File: config.mk
export PLATFORM = sky130hd
export DESIGN_NAME = fp_mul_round_stage_flat
export DESIGN_NICKNAME = d
export VERILOG_FILES = /design/src/rtl/fp_mul_round_stage_pkg.sv /design/src/rtl/fp_mul_round_stage_if.sv /design/src/rtl/fp_mul_round_stage_round_inc.sv /design/src/rtl/fp_mul_round_stage.sv /design/src/flat_wrapper.sv
export SDC_FILE = /design/constraint.sdc
export NUM_CORES = 1
export LEC_CHECK = 0
export ABC_AREA = 1
export BUFFER_PORTS_ARGS = -buffer_cell sky130_fd_sc_hd__buf_4
export CAP_MARGIN = 0
export CORE_AREA = 2 2 100 102
export DETAILED_ROUTE_END_ITERATION = 8
export DIE_AREA = 0 0 102 104
export GPL_TIMING_DRIVEN = 0
export HOLD_SLACK_MARGIN = 0.03
export PLACE_DENSITY = 0.85
export SYNTH_ARGS = -nofsm -noshare
export SYNTH_HDL_FRONTEND = slang
export SYNTH_HIERARCHICAL = 1
export SYNTH_SLANG_ARGS = --single-unit
File: constraint.sdc
create_clock -name clk -period 3.1 [get_ports clk]
set_clock_uncertainty 0.2 [all_clocks]
set_input_delay 0 -clock clk [delete_from_list [all_inputs] [get_ports clk]]
set_output_delay 0 -clock clk [all_outputs]
set_load 0.03 [all_outputs]
File: src/rtl/fp_mul_round_stage_pkg.sv
// fp_mul_pkg: shared types and constants for the FP32 multiplier datapath.
//   r_mode_e : IEEE rounding-mode encoding carried on r_mode.
//   norm_t   : normalize-stage register (stage 1 -> stage 2 payload).
package fp_mul_pkg;

    typedef enum logic [2:0] {
        RNE = 3'b000,
        RTZ = 3'b001,
        RDN = 3'b010,
        RUP = 3'b011,
        RMM = 3'b100
    } r_mode_e;

    localparam logic [31:0] FP32_QNAN = 32'h7FC0_0000;
    localparam logic [30:0] FP32_MAXF = 31'h7F7F_FFFF;
    localparam logic [7:0]  EXP_MAX   = 8'hFE;

    // Internal exponent width: wide enough for exp_sum+1 plus a rounding
    // carry without wrapping, and signed so underflow stays negative.
    localparam int NORM_E_W = 12;

    typedef struct packed {
        logic                       sign;
        logic signed [NORM_E_W-1:0] e;
        logic [22:0]                man;
        logic                       g;
        logic                       st;
        logic [2:0]                 r_mode;
        logic                       nan;
        logic                       inf;
        logic                       zero;
    } norm_t;

endpackage

File: src/rtl/fp_mul_round_stage_if.sv
// fp_mul_round_stage_if: handshake bundle for the multiplier round stage.
//   Input side : in_valid/in_ready plus beat payload (sign_Z, exp_sum,
//                frc_Z_full, r_mode, is_nan/is_inf/is_zero).
//   Output side: out_valid/out_ready plus result (fp_Z, ovrf, udrf).
//   master = producer/consumer environment, slave = the round stage.
interface fp_mul_round_stage_if #(
    parameter int EXP_W = 10
);
    logic                    in_valid;
    logic                    in_ready;
    logic                    sign_Z;
    logic signed [EXP_W-1:0] exp_sum;
    logic [47:0]             frc_Z_full;
    logic [2:0]              r_mode;
    logic                    is_nan;
    logic                    is_inf;
    logic                    is_zero;
    logic                    out_valid;
    logic                    out_ready;
    logic [31:0]             fp_Z;
    logic                    ovrf;
    logic                    udrf;

    modport master (
        output in_valid, sign_Z, exp_sum, frc_Z_full, r_mode,
               is_nan, is_inf, is_zero, out_ready,
        input  in_ready, out_valid, fp_Z, ovrf, udrf
    );

    modport slave (
        input  in_valid, sign_Z, exp_sum, frc_Z_full, r_mode,
               is_nan, is_inf, is_zero, out_ready,
        output in_ready, out_valid, fp_Z, ovrf, udrf
    );
endinterface

File: src/rtl/fp_mul_round_stage_round_inc.sv
// fp_round_inc: combinational round-increment decision, shared with the
// adder datapath.
//   r_mode_i : rounding mode (unknown encodings behave as RNE)
//   sign_i   : result sign
//   lsb_i    : mantissa LSB (tie-break for RNE)
//   g_i/st_i : guard and sticky bits
//   inc_o    : add one ulp to the mantissa
module fp_round_inc
    import fp_mul_pkg::*;
(
    input  logic [2:0] r_mode_i,
    input  logic       sign_i,
    input  logic       lsb_i,
    input  logic       g_i,
    input  logic       st_i,
    output logic       inc_o
);
    always_comb begin
        inc_o = 1'b0;
        case (r_mode_e'(r_mode_i))
            RTZ:     inc_o = 1'b0;
            RDN:     inc_o = (g_i | st_i) & sign_i;
            RUP:     inc_o = (g_i | st_i) & ~sign_i;
            RMM:     inc_o = g_i;
            default: inc_o = g_i & (st_i | lsb_i);
        endcase
    end
endmodule

File: src/rtl/fp_mul_round_stage.sv
// fp_mul_round_stage: normalize + round stage of the FP32 multiplier.
// Two pipeline registers (normalize, round) with valid/ready on both sides;
// subnormal results flush to signed zero.
//   clk, rst : clock and synchronous active-high reset
//   bus      : slave side of fp_mul_round_stage_if (input beat, result)
module fp_mul_round_stage
    import fp_mul_pkg::*;
#(
    parameter int EXP_W = 10,
    parameter int BIAS  = 127
) (
    input  logic                 clk,
    input  logic                 rst,
    fp_mul_round_stage_if.slave  bus
);
    localparam logic signed [NORM_E_W-1:0] E_OVF = NORM_E_W'(2 * BIAS + 1);

    logic        s1_valid_q, s2_valid_q;
    norm_t       norm_d, s1_q;
    logic        s1_adv, s2_adv;
    logic [31:0] fp_z_q, fp_z_d;
    logic        ovrf_q, ovrf_d, udrf_q, udrf_d;
    logic        inc, carry;
    logic [22:0] m_rnd;
    logic signed [NORM_E_W-1:0] e_ext, e_rnd;

    assign s2_adv       = !s2_valid_q || bus.out_ready;
    assign s1_adv       = !s1_valid_q || s2_adv;
    assign bus.in_ready = s1_adv;

    assign bus.out_valid = s2_valid_q;
    assign bus.fp_Z      = fp_z_q;
    assign bus.ovrf      = ovrf_q;
    assign bus.udrf      = udrf_q;

    assign e_ext = {{(NORM_E_W - EXP_W){bus.exp_sum[EXP_W-1]}}, bus.exp_sum};

    // Stage 1: align the 48-bit product so the leading one sits at bit 47.
    always_comb begin
        norm_d        = '0;
        norm_d.sign   = bus.sign_Z;
        norm_d.r_mode = bus.r_mode;
        norm_d.nan    = bus.is_nan;
        norm_d.inf    = bus.is_inf;
        norm_d.zero   = bus.is_zero;
        if (bus.frc_Z_full[47]) begin
            norm_d.man = bus.frc_Z_full[46:24];
            norm_d.g   = bus.frc_Z_full[23];
            norm_d.st  = |bus.frc_Z_full[22:0];
            norm_d.e   = e_ext + NORM_E_W'(1);
        end else begin
            norm_d.man = bus.frc_Z_full[45:23];
            norm_d.g   = bus.frc_Z_full[22];
            norm_d.st  = |bus.frc_Z_full[21:0];
            norm_d.e   = e_ext;
        end
    end

    always_ff @(posedge clk) begin
        if (rst) begin
            s1_valid_q <= 1'b0;
            s1_q       <= '0;
        end else if (s1_adv) begin
            s1_valid_q <= bus.in_valid;
            if (bus.in_valid) begin
                s1_q <= norm_d;
            end
        end
    end

    // Stage 2: round, then classify.
    fp_round_inc u_round_inc (
        .r_mode_i (s1_q.r_mode),
        .sign_i   (s1_q.sign),
        .lsb_i    (s1_q.man[0]),
        .g_i      (s1_q.g),
        .st_i     (s1_q.st),
        .inc_o    (inc)
    );

    // A mantissa carry-out leaves m_rnd at zero, i.e. 1.0 x 2^(e+1).
    assign {carry, m_rnd} = {1'b0, s1_q.man} + {23'b0, inc};
    assign e_rnd          = carry ? s1_q.e + NORM_E_W'(1) : s1_q.e;

    always_comb begin
        fp_z_d = '0;
        ovrf_d = 1'b0;
        udrf_d = 1'b0;
        if (s1_q.nan) begin
            fp_z_d = FP32_QNAN;
        end else if (s1_q.inf) begin
            fp_z_d = {s1_q.sign, 8'hFF, 23'b0};
        end else if (s1_q.zero) begin
            fp_z_d = {s1_q.sign, 31'b0};
        end else if (!e_rnd[NORM_E_W-1] && e_rnd >= E_OVF) begin
            ovrf_d = 1'b1;
            case (r_mode_e'(s1_q.r_mode))
                RTZ:     fp_z_d = {s1_q.sign, FP32_MAXF};
                RDN:     fp_z_d = s1_q.sign ? {1'b1, 8'hFF, 23'b0} : {1'b0, FP32_MAXF};
                RUP:     fp_z_d = s1_q.sign ? {1'b1, FP32_MAXF} : {1'b0, 8'hFF, 23'b0};
                default: fp_z_d = {s1_q.sign, 8'hFF, 23'b0};
            endcase
        end else if (e_rnd[NORM_E_W-1] || e_rnd == '0) begin
            fp_z_d = {s1_q.sign, 31'b0};
            udrf_d = 1'b1;
        end else begin
            fp_z_d = {s1_q.sign, e_rnd[7:0], m_rnd};
        end
    end

    always_ff @(posedge clk) begin
        if (rst) begin
            s2_valid_q <= 1'b0;
            fp_z_q     <= '0;
            ovrf_q     <= 1'b0;
            udrf_q     <= 1'b0;
        end else if (s2_adv) begin
            s2_valid_q <= s1_valid_q;
            if (s1_valid_q) begin
                fp_z_q <= fp_z_d;
                ovrf_q <= ovrf_d;
                udrf_q <= udrf_d;
            end
        end
    end
endmodule

File: src/flat_wrapper.sv
// flat-port wrapper written by rule: the top's interface ports become plain ports
module fp_mul_round_stage_flat import fp_mul_pkg::*;
#(
    parameter int EXP_W = 10,
    parameter int BIAS  = 127
)
  (clk, rst, bus_in_valid, bus_sign_Z, bus_exp_sum, bus_frc_Z_full, bus_r_mode, bus_is_nan, bus_is_inf, bus_is_zero, bus_out_ready, bus_in_ready, bus_out_valid, bus_fp_Z, bus_ovrf, bus_udrf);
  fp_mul_round_stage_if #(.EXP_W(EXP_W)) bus_i ();
  input  logic clk;
  input  logic rst;
  input wire logic [$bits(bus_i.in_valid)-1:0] bus_in_valid;
  input wire logic [$bits(bus_i.sign_Z)-1:0] bus_sign_Z;
  input wire logic [$bits(bus_i.exp_sum)-1:0] bus_exp_sum;
  input wire logic [$bits(bus_i.frc_Z_full)-1:0] bus_frc_Z_full;
  input wire logic [$bits(bus_i.r_mode)-1:0] bus_r_mode;
  input wire logic [$bits(bus_i.is_nan)-1:0] bus_is_nan;
  input wire logic [$bits(bus_i.is_inf)-1:0] bus_is_inf;
  input wire logic [$bits(bus_i.is_zero)-1:0] bus_is_zero;
  input wire logic [$bits(bus_i.out_ready)-1:0] bus_out_ready;
  output wire logic [$bits(bus_i.in_ready)-1:0] bus_in_ready;
  output wire logic [$bits(bus_i.out_valid)-1:0] bus_out_valid;
  output wire logic [$bits(bus_i.fp_Z)-1:0] bus_fp_Z;
  output wire logic [$bits(bus_i.ovrf)-1:0] bus_ovrf;
  output wire logic [$bits(bus_i.udrf)-1:0] bus_udrf;
  assign bus_i.in_valid = bus_in_valid;
  assign bus_i.sign_Z = bus_sign_Z;
  assign bus_i.exp_sum = bus_exp_sum;
  assign bus_i.frc_Z_full = bus_frc_Z_full;
  assign bus_i.r_mode = bus_r_mode;
  assign bus_i.is_nan = bus_is_nan;
  assign bus_i.is_inf = bus_is_inf;
  assign bus_i.is_zero = bus_is_zero;
  assign bus_i.out_ready = bus_out_ready;
  assign bus_in_ready = bus_i.in_ready;
  assign bus_out_valid = bus_i.out_valid;
  assign bus_fp_Z = bus_i.fp_Z;
  assign bus_ovrf = bus_i.ovrf;
  assign bus_udrf = bus_i.udrf;
  fp_mul_round_stage #(.EXP_W(EXP_W), .BIAS(BIAS)) u_core (.clk(clk), .rst(rst), .bus(bus_i));
endmodule
==> Word level (Yosys, flattened, before mapping) <==
Cells that the tools add are included.
{ "totals": {"elab_cells": 60, "out_inout_bits": 36, "register_bits": 80} }
{ "classes": {"n_eq_ne": 4, "add_sub_neg": 3, "n_mux": 20, "reduce_logical": 12, "bitwise": 6, "magnitude_cmp": 1} }
{ "ops": {"columns": ["operator", "n"], "rows": [
  ["2-to-1 mux 32 bit", 6],
  ["case mux 32 bit (3 select lines)", 1],
  ["2-to-1 mux 37 bit", 1],
  ["2-to-1 mux 31 bit", 1],
  ["adder 23 x 1 -> 24 bit", 1],
  ["OR reduction 23 bit", 1],
  ["OR reduction 22 bit", 1],
  ["adder 12 x 2 -> 12 bit, second input constant", 1],
  [">= comparator 12 x 9 -> 1 bit, second input constant", 1],
  ["logical NOT 12 bit", 1],
  ["2-to-1 mux 12 bit", 1],
  ["adder 10 x 2 -> 11 bit, second input constant", 1],
  ["2-to-1 mux 1 bit", 9],
  ["equality test 3 x 2 -> 1 bit, second input constant", 2],
  ["case mux 1 bit (4 select lines)", 1],
  ["AND reduction 2 bit", 2],
  ["AND 1 bit", 3],
  ["equality test 3 x 1 -> 1 bit, second input constant", 1],
  ["equality test 3 bit, second input constant", 1],
  ["logical NOT 1 bit", 3],
  ["logical OR 1 bit", 3],
  ["OR 1 bit", 2],
  ["logical AND 1 bit", 1],
  ["NOT 1 bit", 1]
]} }

==> Logic depth before layout (Yosys ltp) <==
{ "logic_depth": {"word_depth": 12, "ltp_mapped": 23, "depth_no_buf": 22} }

==> Cells and area by module <==
Netlist, hierarchy kept.
{ "modules_own_cells": {"columns": ["mod", "seq_area_each_um2", "instances", "cells_per_inst", "area_each_um2"], "rows": [
  ["fp_mul_round_stage", 1581.5, 1, 706, 4633.2],
  ["fp_round_inc", 0.0, 1, 14, 62.6]
]} }

==> Worst setup path before layout <==
OpenSTA, ideal clock, no wires.
{ "synth_timing": {"path_type": "reg-to-reg", "from": "register u_core/s1_q[3] (netlist bit)", "to": "register u_core.fp_z_q[23], in the netlist u_core/bus.fp_Z[23]", "n_path_buf": 2, "path_slack_ps": 437, "stages_incl_launch_ff": 23, "required_ps": 2758, "setup_time_ps": 142, "arrival_time_ps": 2321, "cell_sequence": "dfxtp_1 or2_0 nand2_1 nand2_1 nand2_1 ha_1 nand2_1 nor2_2 nand2_1 inv_2 nand2_4 buf_6 nand2_1 nand2_1 inv_1 nand2_1 nor2_1 nand3_2 buf_4 nand3_1 nand2_1 nand3_1 a21oi_1"} }
{ "synth_between": {"elab_chain_cells": 11, "elab_cells_between_ends": 18, "classes_between": "add/sub (1); order compare (1); eq/ne (4); mux (8); reduce/logical (4)"} }
{ "synth_lines": {"columns": ["element", "line_no", "source"], "rows": [
  ["start, declared", "fp_mul_round_stage.sv:19", "norm_t norm_d, s1_q;"],
  ["start signal, assigned", "fp_mul_round_stage.sv:66", "s1_q <= norm_d;"],
  ["equality test 3 bit, or another cell as far along", "fp_mul_round_stage_round_inc.sv:20", "case (r_mode_e'(r_mode_i))"],
  ["case mux 1 bit (4 select lines) *", "fp_mul_round_stage_round_inc.sv:20", null],
  ["net u_core.inc", "fp_mul_round_stage.sv:23", "logic inc, carry;"],
  ["adder 23 x 1 -> 24 bit *", "fp_mul_round_stage.sv:82", "assign {carry, m_rnd} = {1'b0, s1_q.man} + {23'b0, inc};"],
  ["2-to-1 mux 12 bit *", "fp_mul_round_stage.sv:83", "assign e_rnd = carry ? s1_q.e + NORM_E_W'(1) : s1_q.e;"],
  ["parallel branches: the longest is 3 deep, another holds >= comparator 12 x 9 -> 1 bit", null, null],
  ["2-to-1 mux 32 bit *", "fp_mul_round_stage.sv:95", "end else if (!e_rnd[NORM_E_W-1] && e_rnd >= E_OVF) begin"],
  ["2-to-1 mux 32 bit *", "fp_mul_round_stage.sv:93", "end else if (s1_q.zero) begin"],
  ["2-to-1 mux 32 bit *", "fp_mul_round_stage.sv:91", "end else if (s1_q.inf) begin"],
  ["2-to-1 mux 32 bit *", "fp_mul_round_stage.sv:89", "if (s1_q.nan) begin"],
  ["end signal, assigned", "fp_mul_round_stage.sv:120", "fp_z_q <= fp_z_d;"],
  ["end, declared", "fp_mul_round_stage.sv:21", "logic [31:0] fp_z_q, fp_z_d;"]
]} }
Mark *: on every way through the listed nets, which the timed path passes.
A chain may end at the register's enable or synchronous reset.

==> Worst setup path in the final report <==
{ "layout_timing": {"from": "register u_core/s1_q[5] (netlist bit)", "to": "register u_core.fp_z_q[7], in the netlist u_core/bus.fp_Z[7]"} }
{ "layout_between": {"elab_chain_cells": 11, "elab_cells_between_ends": 18, "classes_between": "add/sub (1); order compare (1); eq/ne (4); mux (8); reduce/logical (4)"} }
{ "layout_lines": {"columns": ["element", "line_no"], "rows": [
  ["equality test 3 bit, or another cell as far along", "fp_mul_round_stage_round_inc.sv:20"],
  ["case mux 1 bit (4 select lines) *", "fp_mul_round_stage_round_inc.sv:20"],
  ["net u_core.inc", "fp_mul_round_stage.sv:23"],
  ["adder 23 x 1 -> 24 bit *", "fp_mul_round_stage.sv:82"],
  ["parallel branches: the longest is 4 deep, another holds >= comparator 12 x 9 -> 1 bit", null],
  ["2-to-1 mux 32 bit *", "fp_mul_round_stage.sv:95"],
  ["2-to-1 mux 32 bit *", "fp_mul_round_stage.sv:93"],
  ["2-to-1 mux 32 bit *", "fp_mul_round_stage.sv:91"],
  ["2-to-1 mux 32 bit *", "fp_mul_round_stage.sv:89"]
]} }
Marked as above.

==> results.md <==
CTS:
- The clock network latency to the later pin of the worst-skew pair is 0.36 ns.
- In this run, CTS created clock tree buffers numbering 9.
- The number of H-tree branching levels is 3.
- Clock tree synthesis found a total of 79 sinks.
- The clock tree from TritonCTS is done.
- In this run the deepest clock path goes through 2 buffers.
- The clock transition time at the flip-flop clock pins of the worst setup and hold paths is 0.08 ns.
- The clock tree root buffer cell is clkbuf_8.

Global route:
- The via count of the first global-routing pass is 5029.
- The first global-routing pass estimated 22600 um of wire.
- The remaining global-route overflow is 0.
- In the global route stage, overall resource usage came out at 25.9%.
- The initial antenna violation count is 0.
- The pin count of the biggest net entering global routing is 13.

Floorplanning:
- The number of ports placed on the die boundary is 105.
- The die is 102 um wide.
- The full die area is 10600 um^2.
- The initialized floorplan defines 36 standard-cell rows.
- The die is 104 um tall.
- The floorplan step defined a core boundary enclosing 9550 um^2.
- The starting utilization of the core area is 49.2%.

Cells and area:
- The most common library cell in the layout ignoring fill and taps is nand2_1.
- The area growth from synthesis to layout is 41.9%.
- The multi-input combinational cells in the finished layout cover a total of 2740 um^2.
- The post-route standard cell area excluding fillers is 6670 um^2.
- The number of nets in the layout is 983.
- The sequential standard cell area is 1590 um^2.
- The repair_antennas step left the layout with diodes totalling 0.
- The top cell types in the final layout, fill and taps aside, are 211 x nand2_1, 108 x buf_4, 76 x dfxtp_1, 71 x nand3_1, 69 x dlygate4sd3_1.
- The post-route netlist has 17.6% of its cells at a drive strength greater than 1.
- After filler insertion, the fill cell instance count of the layout stands at 796.

Placement:
- During placement, the flow inserted port buffers numbering 104.
- At the end of routability-driven placement, the weighted congestion stood at 0.915.
- Detailed placement finished with a half-perimeter wire length of 9560 um.
- The placed instances occupy a cell area of 5640 um^2.

Synth:
- The summed instance area of the synthesized netlist is 4700 um^2.
- Dividing the synthesized area by the synthesized cell count gives 6.52 um^2.
- Counting distinct cell types in the post-synthesis netlist gives 34.
- The post-synthesis net count is 793.
- For this run, the number of Yosys warnings is 6.
- The synthesis-stage register bit count is 79.
- The share of the yosys chip area belonging to registers is 33.7%.
- In the synthesized netlist, the number of instances is 720.

Drt:
- The average wire length per cell after detail routing is 13.4 um.
- The count of nets left with antenna violations after detail routing is 0.
- The total via count after detailed routing is 5456.
- The iteration-0 DRC count of the detailed router is 354.
- The detailed-route DRC error count is 0.
- The final wirelength is 14000 um.
- The detailed-routing iteration count for the pre-antenna-repair pass is 5.
- The post-detailed-route via-to-cell ratio is 5.21.

Timing:
- The number of pins with negative max-slew slack in the final report is 0.
- At the pin with the least slew margin, the transition time is 0.815 ns.
- Subtracting the final worst setup slack from the clock period gives 2.88 ns.
- The highest clock frequency the design can meet is 347 MHz.
- The relative slew slack is 45.2%.
- The final hold violation count was 0.
- The final worst-path cycle share is 93.0%.
- Setup violations remaining at the end of the flow were counted as 0.

Hold path:
- The hold-critical path depth is 4.
- The kind of path behind the tightest hold check is in -> reg.

Run:
- The number of violations of the max-capacitance limit is 0.

Pwr:
- The cell area power density is 400 nW/um^2.
- The leakage power total is 3.03 nW.
- Summing internal, switching and leakage power gives 2.66 mW.
- IR analysis of the VDD net gives a maximum drop of 206 uV.

Worst setup path:
- The longest individual stage delay on the worst path is 0.39 ns.
- Along the worst path, the maximum fanout reaches 8.
- STA classifies the critical path endpoint as a register.
- The startpoint-to-endpoint class of the critical path is reg -> reg.
- The kind of start point of the critical path is a register.
- The worst register-to-register path has a depth of 20.
- By instance count, the cell type seen most on the critical path is nand2_1.
- The signal on the critical path passes through inv_1 -> a21oi_1 -> nand2_1 -> nand2_1 -> ha_1 -> nand2_1 -> nor2_4 -> nand2_4 -> inv_8 -> buf_12 -> nand3_1 -> nand2_2 -> nand3_2 -> nor2_4 -> nand3_4 -> buf_6 -> nand3_1 -> nand2_1 -> nand3_1 -> a21oi_1.
- The signal arrival time at the worst endpoint is 2.91 ns.
- For this design, the slowest cell found on the critical path is dfxtp_1.
- For the worst setup path, the data required time is 3.13 ns.

Outcome:
- The flow ran to the end, and the final reports show no timing, DRC or antenna violations.
## power by group
part           internal [mW]  switching, mW  leakage, nW
combinational          0.295          0.354         2.27
clock                  0.497          0.368        0.114
sequential              1.08         0.0698        0.651
total                   1.87          0.792         3.03
## cell usage after synthesis (all sizes together)
cell type	instances	area share [%]
nor2	52	5.0
buf	12	2.0
and3	1	0.13
a41oi	1	0.19
or4	1	0.16
a31oi	25	3.3
nand4	11	1.5
or2	1	0.13
a211oi	2	0.32
nor4	8	1.1
a2111oi	1	0.19
a21oi	50	5.3
inv	55	4.4
xor2	21	3.9
nand3b	1	0.16
dfxtp	79	34
nand3	75	8.3
ha	4	1.1
nor3b	1	0.16
nor3	8	0.85
xnor2	11	2.1
o21ai	53	5.6
clkbuf	26	2.1
nand2	219	18
clkinv	2	0.16
## layout make-up
class	instances	share of cell area, %
buffer	38	3.00
clock buffer	13	2.38
clock inverter	3	0.976
inverter	57	3.32
multi-input combinational	546	41.1
sequential	79	23.8
tap	133	2.50
timing repair buffer	179	22.9
## kinds of logic after synthesis
group / synth area share, %
buffers and inverters: 8.66
AO/OA/AOI/OAI: 15.0
flip-flops: 33.7
XOR/XNOR: 5.97
AND/OR/NAND/NOR: 35.6
adder cells (fa/ha/maj): 1.07
## registers in the layout, summed over array words and instances, names as in the netlist
signal,count
u_core/bus.fp_Z,32
u_core/bus.out_valid,1
u_core/bus.ovrf,1
u_core/bus.udrf,1
u_core/s1_q,43
u_core/s1_valid_q,1
## routing by layer
| metal | global-route usage [%] | up-vias | part of all wire [%] |
|---|---|---|---|
| li1 | - | 2762 | - |
| met1 | 33.6 | 2425 | 42 |
| met2 | 43.6 | 238 | 48 |
| met3 | 3.49 | 31 | 7.0 |
| met4 | 9.05 | 0 | 2.1 |
| met5 | 0 | - | 0 |
## path summary, 6_finish.rpt
check                            from                  end  slack, ns
setup reg to reg       u_core/s1_q[5]   u_core/bus.fp_Z[7]       0.22
hold / removal           bus_in_valid      u_core/s1_q[31]       0.11
setup / recovery       u_core/s1_q[5]   u_core/bus.fp_Z[7]       0.22
hold reg to reg   u_core/bus.fp_Z[31]  u_core/bus.fp_Z[31]       0.27
## critical path, delay by kind of cell, from the launching register on
kind	cells	cell delay [ns]
AND/OR/NAND/NOR	13	1.34
buffers and inverters	4	0.43
adder cells (fa/ha/maj)	1	0.16
AO/OA/AOI/OAI	2	0.24
flip-flops	1	0.39
## timing repair
| action | in CTS | in global routing |
|---|---|---|
| hold endpoints to repair | 63 | 0 |
| setup buffers | 0 | 4 |
| endpoints found under the setup margin | 0 | 33 |
| hold buffers | 69 | 0 |
| resized for setup | 0 | 17 |
## per-stage QoR
| step | hold WS (ns) | instances | setup WS [ns] | utilization [%] | setup TNS, ns |
|---|---|---|---|---|---|
| 2_1_floorplan | -0.100 | 720 | 0.437 | - | 0 |
| 4_1_cts | 0.0763 | 1042 | 0.0352 | 68.7 | 0 |
| 6_report | 0.108 | 1048 | 0.217 | 69.8 | 0 |
| 5_1_grt | 0.137 | 1048 | -0.0106 | 69.8 | -0.0115 |
| 3_3_place_gp | 0.0153 | 957 | 0.146 | 59.1 | 0 |
| 3_5_place_dp | 0.0171 | 957 | 0.0611 | 59.1 | 0 |
Note: power is estimated with default switching activity, not from simulation.
